<file path="config.mk">
export PLATFORM = sky130hd
export DESIGN_NAME = mem_io_bus_flat
export DESIGN_NICKNAME = d
export VERILOG_FILES = /design/src/rtl/mem_io_bus_if.sv /design/src/rtl/mem_io_bus.sv /design/src/flat_wrapper.sv
export SDC_FILE = /design/constraint.sdc
export NUM_CORES = 2
export LEC_CHECK = 0
export BUFFER_PORTS_ARGS = -buffer_cell sky130_fd_sc_hd__buf_2
export CAP_MARGIN = 20
export CORE_MARGIN = 3
export CORE_UTILIZATION = 40
export CTS_BUF_LIST = sky130_fd_sc_hd__clkbuf_4 sky130_fd_sc_hd__clkbuf_8
export DETAILED_ROUTE_END_ITERATION = 7
export SETUP_SLACK_MARGIN = 0.15
export SYNTH_ARGS = -nofsm -noshare
export SYNTH_HDL_FRONTEND = slang
export SYNTH_SLANG_ARGS = --single-unit
</file>
<file path="constraint.sdc">
create_clock -name clk -period 2.8 [get_ports clk]
set_input_delay 0.7 -clock clk [delete_from_list [all_inputs] [get_ports clk]]
set_output_delay 0.7 -clock clk [all_outputs]
set_load 0.03 [all_outputs]
</file>
<file path="src/rtl/mem_io_bus_if.sv">
// rtl/mem_io_bus_if.sv - CPU memory-port bus between requester and mem_io_bus
// Command/address/store data flow downstream; registered read response flows back.
interface mem_io_bus_if #(
    parameter int DATA_W = 16,
    parameter int ADDR_W = 9
);
    logic [1:0]        mem_cmd;
    logic [ADDR_W-1:0] mem_addr;
    logic [DATA_W-1:0] write_data;
    logic [DATA_W-1:0] read_data;
    logic              rd_valid;

    modport master (
        output mem_cmd,
        output mem_addr,
        output write_data,
        input  read_data,
        input  rd_valid
    );

    modport slave (
        input  mem_cmd,
        input  mem_addr,
        input  write_data,
        output read_data,
        output rd_valid
    );
endinterface

</file>
<file path="src/rtl/mem_io_bus.sv">
// rtl/mem_io_bus.sv - memory/I-O bus stage: 256x16 RAM, LED register, synchronised switches
// Single-cycle registered read response; sticky bus_err flags illegal commands and bad accesses.
module mem_io_bus #(
    parameter int                DATA_W    = 16,
    parameter int                ADDR_W    = 9,
    parameter int                RAM_WORDS = 256,
    parameter logic [ADDR_W-1:0] LED_ADDR  = 9'h100,
    parameter logic [ADDR_W-1:0] SW_ADDR   = 9'h140
) (
    input  logic           clk,
    input  logic           reset,
    mem_io_bus_if.slave    bus,
    input  logic [7:0]     SW,
    output logic [7:0]     LEDR,
    output logic           bus_err
);
    localparam int IDX_W = $clog2(RAM_WORDS);

    localparam logic [1:0] CMD_READ  = 2'b01;
    localparam logic [1:0] CMD_WRITE = 2'b10;
    localparam logic [1:0] CMD_ILL   = 2'b11;

    logic [DATA_W-1:0] mem [RAM_WORDS];

    logic [DATA_W-1:0] read_data_q, read_data_d;
    logic              rd_valid_q,  rd_valid_d;
    logic [7:0]        led_q,       led_d;
    logic              err_q,       err_d;
    logic [7:0]        sw_s1_q, sw_s2_q;

    logic              ram_hit, led_hit, sw_hit;
    logic              is_rd, is_wr, ram_we;
    logic [IDX_W-1:0]  ram_idx;

    assign ram_hit = ~bus.mem_addr[ADDR_W-1];
    assign led_hit = (bus.mem_addr == LED_ADDR);
    assign sw_hit  = (bus.mem_addr == SW_ADDR);
    assign ram_idx = bus.mem_addr[IDX_W-1:0];
    assign is_rd   = (bus.mem_cmd == CMD_READ);
    assign is_wr   = (bus.mem_cmd == CMD_WRITE);
    assign ram_we  = is_wr & ram_hit;

    always_comb begin
        read_data_d = read_data_q;
        rd_valid_d  = 1'b0;
        led_d       = led_q;
        err_d       = err_q;

        if (is_rd) begin
            rd_valid_d = 1'b1;
            if (ram_hit) begin
                read_data_d = mem[ram_idx];
            end else if (sw_hit) begin
                read_data_d = {{(DATA_W-8){1'b0}}, sw_s2_q};
            end else begin
                // LED is write-only, so reading it is as bad as an unmapped read
                read_data_d = '0;
                err_d       = 1'b1;
            end
        end else if (is_wr) begin
            if (led_hit) begin
                led_d = bus.write_data[7:0];
            end else if (!ram_hit) begin
                err_d = 1'b1;
            end
        end else if (bus.mem_cmd == CMD_ILL) begin
            err_d = 1'b1;
        end
    end

    always_ff @(posedge clk or negedge reset) begin
        if (!reset) begin
            read_data_q <= '0;
            rd_valid_q  <= 1'b0;
            led_q       <= 8'h00;
            err_q       <= 1'b0;
            sw_s1_q     <= 8'h00;
            sw_s2_q     <= 8'h00;
        end else begin
            read_data_q <= read_data_d;
            rd_valid_q  <= rd_valid_d;
            led_q       <= led_d;
            err_q       <= err_d;
            sw_s1_q     <= SW;
            sw_s2_q     <= sw_s1_q;
        end
    end

    // RAM deliberately outside the reset domain: contents survive reset
    always_ff @(posedge clk) begin
        if (ram_we) begin
            mem[ram_idx] <= bus.write_data;
        end
    end

    assign bus.read_data = read_data_q;
    assign bus.rd_valid  = rd_valid_q;
    assign LEDR          = led_q;
    assign bus_err       = err_q;
endmodule

</file>
<file path="src/flat_wrapper.sv">
// flat-port wrapper written by rule: the top's interface ports become plain ports
module mem_io_bus_flat 
#(
    parameter int                DATA_W    = 16,
    parameter int                ADDR_W    = 9,
    parameter int                RAM_WORDS = 256,
    parameter logic [ADDR_W-1:0] LED_ADDR  = 9'h100,
    parameter logic [ADDR_W-1:0] SW_ADDR   = 9'h140
)
  (clk, reset, SW, LEDR, bus_err, bus_mem_cmd, bus_mem_addr, bus_write_data, bus_read_data, bus_rd_valid);
  mem_io_bus_if #(.DATA_W(DATA_W), .ADDR_W(ADDR_W)) bus_i ();
  input  logic clk;
  input  logic reset;
  input  logic [7:0] SW;
  output logic [7:0] LEDR;
  output logic bus_err;
  input wire logic [$bits(bus_i.mem_cmd)-1:0] bus_mem_cmd;
  input wire logic [$bits(bus_i.mem_addr)-1:0] bus_mem_addr;
  input wire logic [$bits(bus_i.write_data)-1:0] bus_write_data;
  output wire logic [$bits(bus_i.read_data)-1:0] bus_read_data;
  output wire logic [$bits(bus_i.rd_valid)-1:0] bus_rd_valid;
  assign bus_i.mem_cmd = bus_mem_cmd;
  assign bus_i.mem_addr = bus_mem_addr;
  assign bus_i.write_data = bus_write_data;
  assign bus_read_data = bus_i.read_data;
  assign bus_rd_valid = bus_i.rd_valid;
  mem_io_bus #(.DATA_W(DATA_W), .ADDR_W(ADDR_W), .RAM_WORDS(RAM_WORDS), .LED_ADDR(LED_ADDR), .SW_ADDR(SW_ADDR)) u_core (.clk(clk), .reset(reset), .bus(bus_i), .SW(SW), .LEDR(LEDR), .bus_err(bus_err));
endmodule
</file>
# Yosys cells after proc, flatten, opt, wreduce, memory -nomap -nowiden
# Memories as Yosys holds them, arrays and structs flattened.
# Cells that the tools add are included.
word_totals:
  n_memories: 1
  ramBits: 4096
  reg_bits: 42
  output_inout_bits: 26
  in_bits: 37
  wordCells: 34
mem_list:
  columns: ["name", "depth", "word_bits", "read_ports", "rd_clocked_by_memory_dff", "wr", "line", "source"]
  rows:
  - ["u_core.mem", 256, 16, 1, 0, 1, "mem_io_bus.sv:23", "logic [DATA_W-1:0] mem [RAM_WORDS];"]
op_classes:
  eq_ne: 9
  mux: 12
  reduce_logical: 3
  bitwise_logic: 3
ops:
  columns: ["cell", "n"]
  rows:
  - ["$eq A9 B9 Y1 const B", 2]
  - ["$mux W16", 1]
  - ["$mux W1", 10]
  - ["$mux W8", 1]
  - ["$reduce_and A5 Y1", 1]
  - ["$eq A2 B2 Y1 const B", 2]
  - ["$ne A2 B2 Y1 const B", 2]
  - ["$ne A3 B2 Y1 const B", 1]
  - ["$ne A3 B3 Y1 const B", 1]
  - ["$reduce_and A3 Y1", 1]
  - ["$reduce_bool A3 Y1", 1]
  - ["$eq A2 B1 Y1 const B", 1]
  - ["$not A1 Y1", 2]
  - ["$and A1 B1 Y1", 1]

# Logic depth before layout (Yosys ltp)
logic_depth:
  word_depth: 4
  mapped_depth: 14

# Least setup slack after synthesis
# Ideal clock, no wire load.
synth_path:
  kind: "input -> register"
  from: "in bus_mem_addr[1]"
  to: "mem u_core.mem[130][0] (enable)"
  t_arrival_ns: 3.331
  setup_ns: 0.388
  path_slack_ns: -0.919
  required_ns: 2.412
  n_path_buf: 6
  stages: 10
  cell_sequence: "buf_2 > buf_2 > buf_2 > inv_2 > buf_1 > buf_2 > nor3_1 > nand2_1 > clkbuf_1 > nor2_1"
synth_rtl:
  columns: ["element", "line", "source"]
  rows:
  - ["start, declared", "flat_wrapper.sv:18", "input wire logic [$bits(bus_i.mem_addr)-1:0] bus_mem_addr;"]
  - ["end, declared", "mem_io_bus.sv:23", null]
# No word-level cell before the write port.

# Final worst setup path
layout_path:
  from: "in bus_mem_addr[0]"
  to: "reg u_core.read_data_q[8] (netlist: u_core.bus.read_data[8])"
layout_between:
  elab_chain_cells: 2
layout_lines:
  columns: ["element", "line", "source"]
  rows:
  - ["$mem_v2 Z256 W16", null, null]
  - ["$mux W16", "mem_io_bus.sv:51", "if (ram_hit) begin"]
  - ["end signal, assigned", "mem_io_bus.sv:80", "read_data_q <= read_data_d;"]
  - ["end, declared", "mem_io_bus.sv:25", "logic [DATA_W-1:0] read_data_q, read_data_d;"]
# No other way between the ends.
# A chain may end at the register's enable or synchronous reset.

==> implementation parameters <==
Parameter                              Value

Setup path
  Worst-case register-to-register setup slack    0.11 ns
  Startpoint of the most critical register-to-register path    u_core.mem[163][14]$_DFFE_PP_
  Worst-path cell with the longest stage delay    mux4_2
  Worst r2r path cells    10
  Data arrival time of the worst path    3.85 ns
  Buf/Inv on CP    9
  Critical path cell sequence    buf_12, buf_16, buf_4, buf_16, buf_4, mux4_2, mux2i_1, buf_4, o22ai_1, buf_4, nor3_1, buf_4, nand3_1, a211oi_1, buf_4, o211ai_1
  Largest stage delay, worst path    0.51 ns
  Endpoint kind of the worst setup timing path    flop
  Gate family responsible for the most delay along the worst path    buffers and inverters
  Classification of the worst setup path    in -> reg
  Worst Path Required    3.91 ns
  Element type at the critical path start    input pin
  Most frequent cell on the critical path    buf_4
  Largest fanout on the critical path    14
  Reg2reg end    u_core.bus.read_data[14]$_DFFE_PN0N_

Die
  Cell Rows    230
  CORE AREA    394000 um^2
  DIE AREA    404000 um^2
  Number of top-level design ports    63
  Die boundary width    636 um
  Starting density of the core    40.3%
  Vertical extent of the die    636 um

Clock network
  Clk sinks    4138
  Clock tree from TritonCTS    yes
  Clock slew at reported path FFs    0.06 ns
  Clk_lat worst skew    1.25 ns
  Clock root buffer master    clkbuf_8
  Deepest level of the CTS H-tree    6
  Number of buffers inserted during clock tree synthesis    655
  Buffer depth of the longest clock path    4

Pwr
  Leakage Power    63.7 nW
  Worst VDD drop    481 uV
  Areal power density over the cells    648 nW/um^2
  Total power consumption of the routed design    127 mW

Drt
  Total Routed Length    498000 um
  Post-detailed-route count of antenna-violating nets    0
  Iteration-0 DRC Markers    12500
  Pre-Repair DR Iteration Count    7
  DR WL/cell    34.5 um
  DRC violations left    0
  Via density per instance    5.90
  Routed via count    85200

Worst hold path
  Hold-critical path depth    2
  Hold Path Sink    u_core.sw_s1_q[4]$_DFF_PN0_
  Hold path startpoint    SW[4]
  Path class of the lowest-slack min-delay path    in -> reg

STA
  Worst slew pin tran    1.22 ns
  Fmax    364 MHz
  Final setup vio count    0
  Max Slew Vio Count    0
  Period utilization    98.1%
  Slack of the critical path    0.0540 ns
  Post-route clock skew    0.104 ns
  Final Hold Fails    0
  Final critical path time including I/O delays and setup    2.75 ns
  Setup repair after global routing missed its margin    yes
  Max-Slew Margin vs Limit    18.4%

Placed design
  Worst slack after detailed placement    -1.56 ns
  Count of buffers from port buffering    62
  GPL Wtd Cong    0.972
  Total half-perimeter wirelength after legalization and detailed placement    329000 um

Final layout
  Filler Cell Count    31100
  Multi-input gate area    34800 um^2
  Count of nets after finishing    8745
  Area growth, synth to finish    23.4%
  Layout cells sized above 1    43.6%
  Sequential cell area    124000 um^2

Yosys
  Yosys warnings    0
  Area of the mapped netlist    159000 um^2
  Sequential-to-total area share from yosys stat    78.1%
  Number of distinct library cell variants in the gate-level netlist after synthesis    65
  Syn Area/Cell    23.0 um^2
  Dominant cell type by area after synthesis    edfxtp_1
  Share of the synthesized area in the top cell type    77.5%
  Number of synthesized flops with an enable pin    4096
  Biggest area contributors in the synthesized netlist    edfxtp_1 77%, mux4_2 15%, mux2i_1 1.5%
  Most common library cells after synthesis    4096 x edfxtp_1, 1075 x mux4_2, 302 x nor2_1
  Cell count after synthesis    6902
  Most instantiated library cell after synthesis    edfxtp_1
  Register bit total from synthesis    4138
  Synthesized Nets    6939
  Share of synthesized registers carrying an async set or reset    1.01%
  Leading register cell type out of synthesis    edfxtp_1

GRT
  GRT Overall Usage    24.4%
  Vias in the first global route    85000
  GR Overflow Total    0
  Initial antenna violation count    26
  Global-route wire length before repair    689000 um
  Pin count of the biggest net entering global routing    136

Status
  Run status    complete, no violations

Job
  Max-cap violations    0
[flip-flops by register name, indices dropped and copies added (netlist names)]
name	count
u_core.mem	4096
u_core.bus.read_data	16
u_core.bus_err	1
u_core.sw_s2_q	8
u_core.bus.rd_valid	1
u_core.LEDR	8
u_core.sw_s1_q	8
[area by class of cell]
cell class / instances / area share, %
Multi-Input combinational cell: 2359 / 17.8
Inverter: 15 / 0.0338
Antenna cell: 15 / 0.0192
Sequential cell: 4138 / 63.3
Timing Repair Buffer: 1539 / 9.06
Clock inverter: 286 / 0.982
Tap cell: 5220 / 3.33
Clock buffer: 879 / 5.49
[worst max path at each step]
stage	start	endpoint	slack (ns)	cells after the start
CTS	u_core.bus.read_data[14]$_DFFE_PN0N_	bus_read_data[14]	0.08	1
detailed placement	bus_mem_addr[0]	u_core.bus.read_data[8]$_DFFE_PN0N_	-1.56	15
global placement	bus_mem_addr[0]	u_core.bus.read_data[13]$_DFFE_PN0N_	-2.56	9
global route	bus_mem_addr[0]	u_core.bus.read_data[8]$_DFFE_PN0N_	0.04	15
floorplan	bus_mem_addr[0]	u_core.mem[152][0]$_DFFE_PP_	-0.34	11
finish	bus_mem_addr[0]	u_core.bus.read_data[8]$_DFFE_PN0N_	0.05	16
[power breakdown]
part | total (mW) | switching, mW | internal [mW]
Clock | 50.5 | 24.1 | 26.5
Sequential | 68.3 | 0.123 | 68.1
Combinational | 8.19 | 4.91 | 3.28
[layout by cell type (no fill, tap or decap), types with 17 or more instances in the layout]
master,count
clkinv_2,64
dfrtp_1,25
clkbuf_8,682
clkinv_1,156
o22ai_1,42
mux2_2,34
edfxtp_1,4096
clkbuf_4,213
mux2i_1,226
o211ai_1,18
nor2_2,65
a21oi_1,46
a22o_1,18
buf_12,473
dlygate4sd3_1,24
buf_6,24
nand3_1,52
nand4_1,20
nand2_4,17
a22oi_1,108
nor2_4,195
a31oi_1,18
mux4_2,1075
nor2_1,42
buf_4,969
inv_6,17
nand2_1,110
buf_2,26
o32ai_1,20
dfrtp_2,17
o21ai_0,36
[logic make-up (layout without fill, tap and decap cells)]
family / count (synthesis) / in the layout / share of synthesized area, %
compound gates: 405 / 405 / 1.82
buf+inv: 405 / 2719 / 1.35
flops: 4138 / 4138 / 78.1
mux: 1344 / 1344 / 17.0
other cells: 0 / 15 / 0
simple gates: 610 / 610 / 1.70
[timing repair]
item / CTS / global route
hold buffers: 24 / 0
resized for setup: 89 / 40
pin swaps: 4 / 11
hold endpoints to repair: 283 / 0
setup buffers: 2 / 11
gates cloned: 0 / 1
setup endpoints to repair: 29 / 16
[worst reg2reg max path, cell delays in order, from the launching register on]
cell,delay [ns]
edfxtp_1,0.36
mux4_2,0.50
mux2i_4,0.24
buf_6,0.18
o32ai_1,0.09
nor4_1,0.37
nand4b_1,0.20
buf_4,0.18
a2111oi_4,0.20
buf_4,0.16
o21ai_1,0.05
[through the flow]
stage / instance area, um^2 / util (%) / std cells / hold slack [ns] / TNS (ns)
2_1_floorplan: 161000 / - / 6902 / 0.331 / -1045.14
6_report: 196000 / 49.7 / 14500 / 0.126 / 0
3_5_place_dp: 182000 / 46.3 / 13200 / 0.337 / -1744.28
5_1_grt: 196000 / 49.7 / 14400 / 0.0867 / 0
4_1_cts: 196000 / 49.7 / 14400 / 0.00787 / 0
3_3_place_gp: 182000 / 46.3 / 13200 / 0.336 / -1737.65
[per-layer routing]
metal  vias up  GRT usage [%]  part of all wire [%]
met5         -              0                0.0054
met4         4           9.97                   4.7
met3       978           6.23                    11
met2      5078           37.0                    46
met1     45800           33.6                    39
li1      33300              -                     -
(Power assumes the default switching activity.)
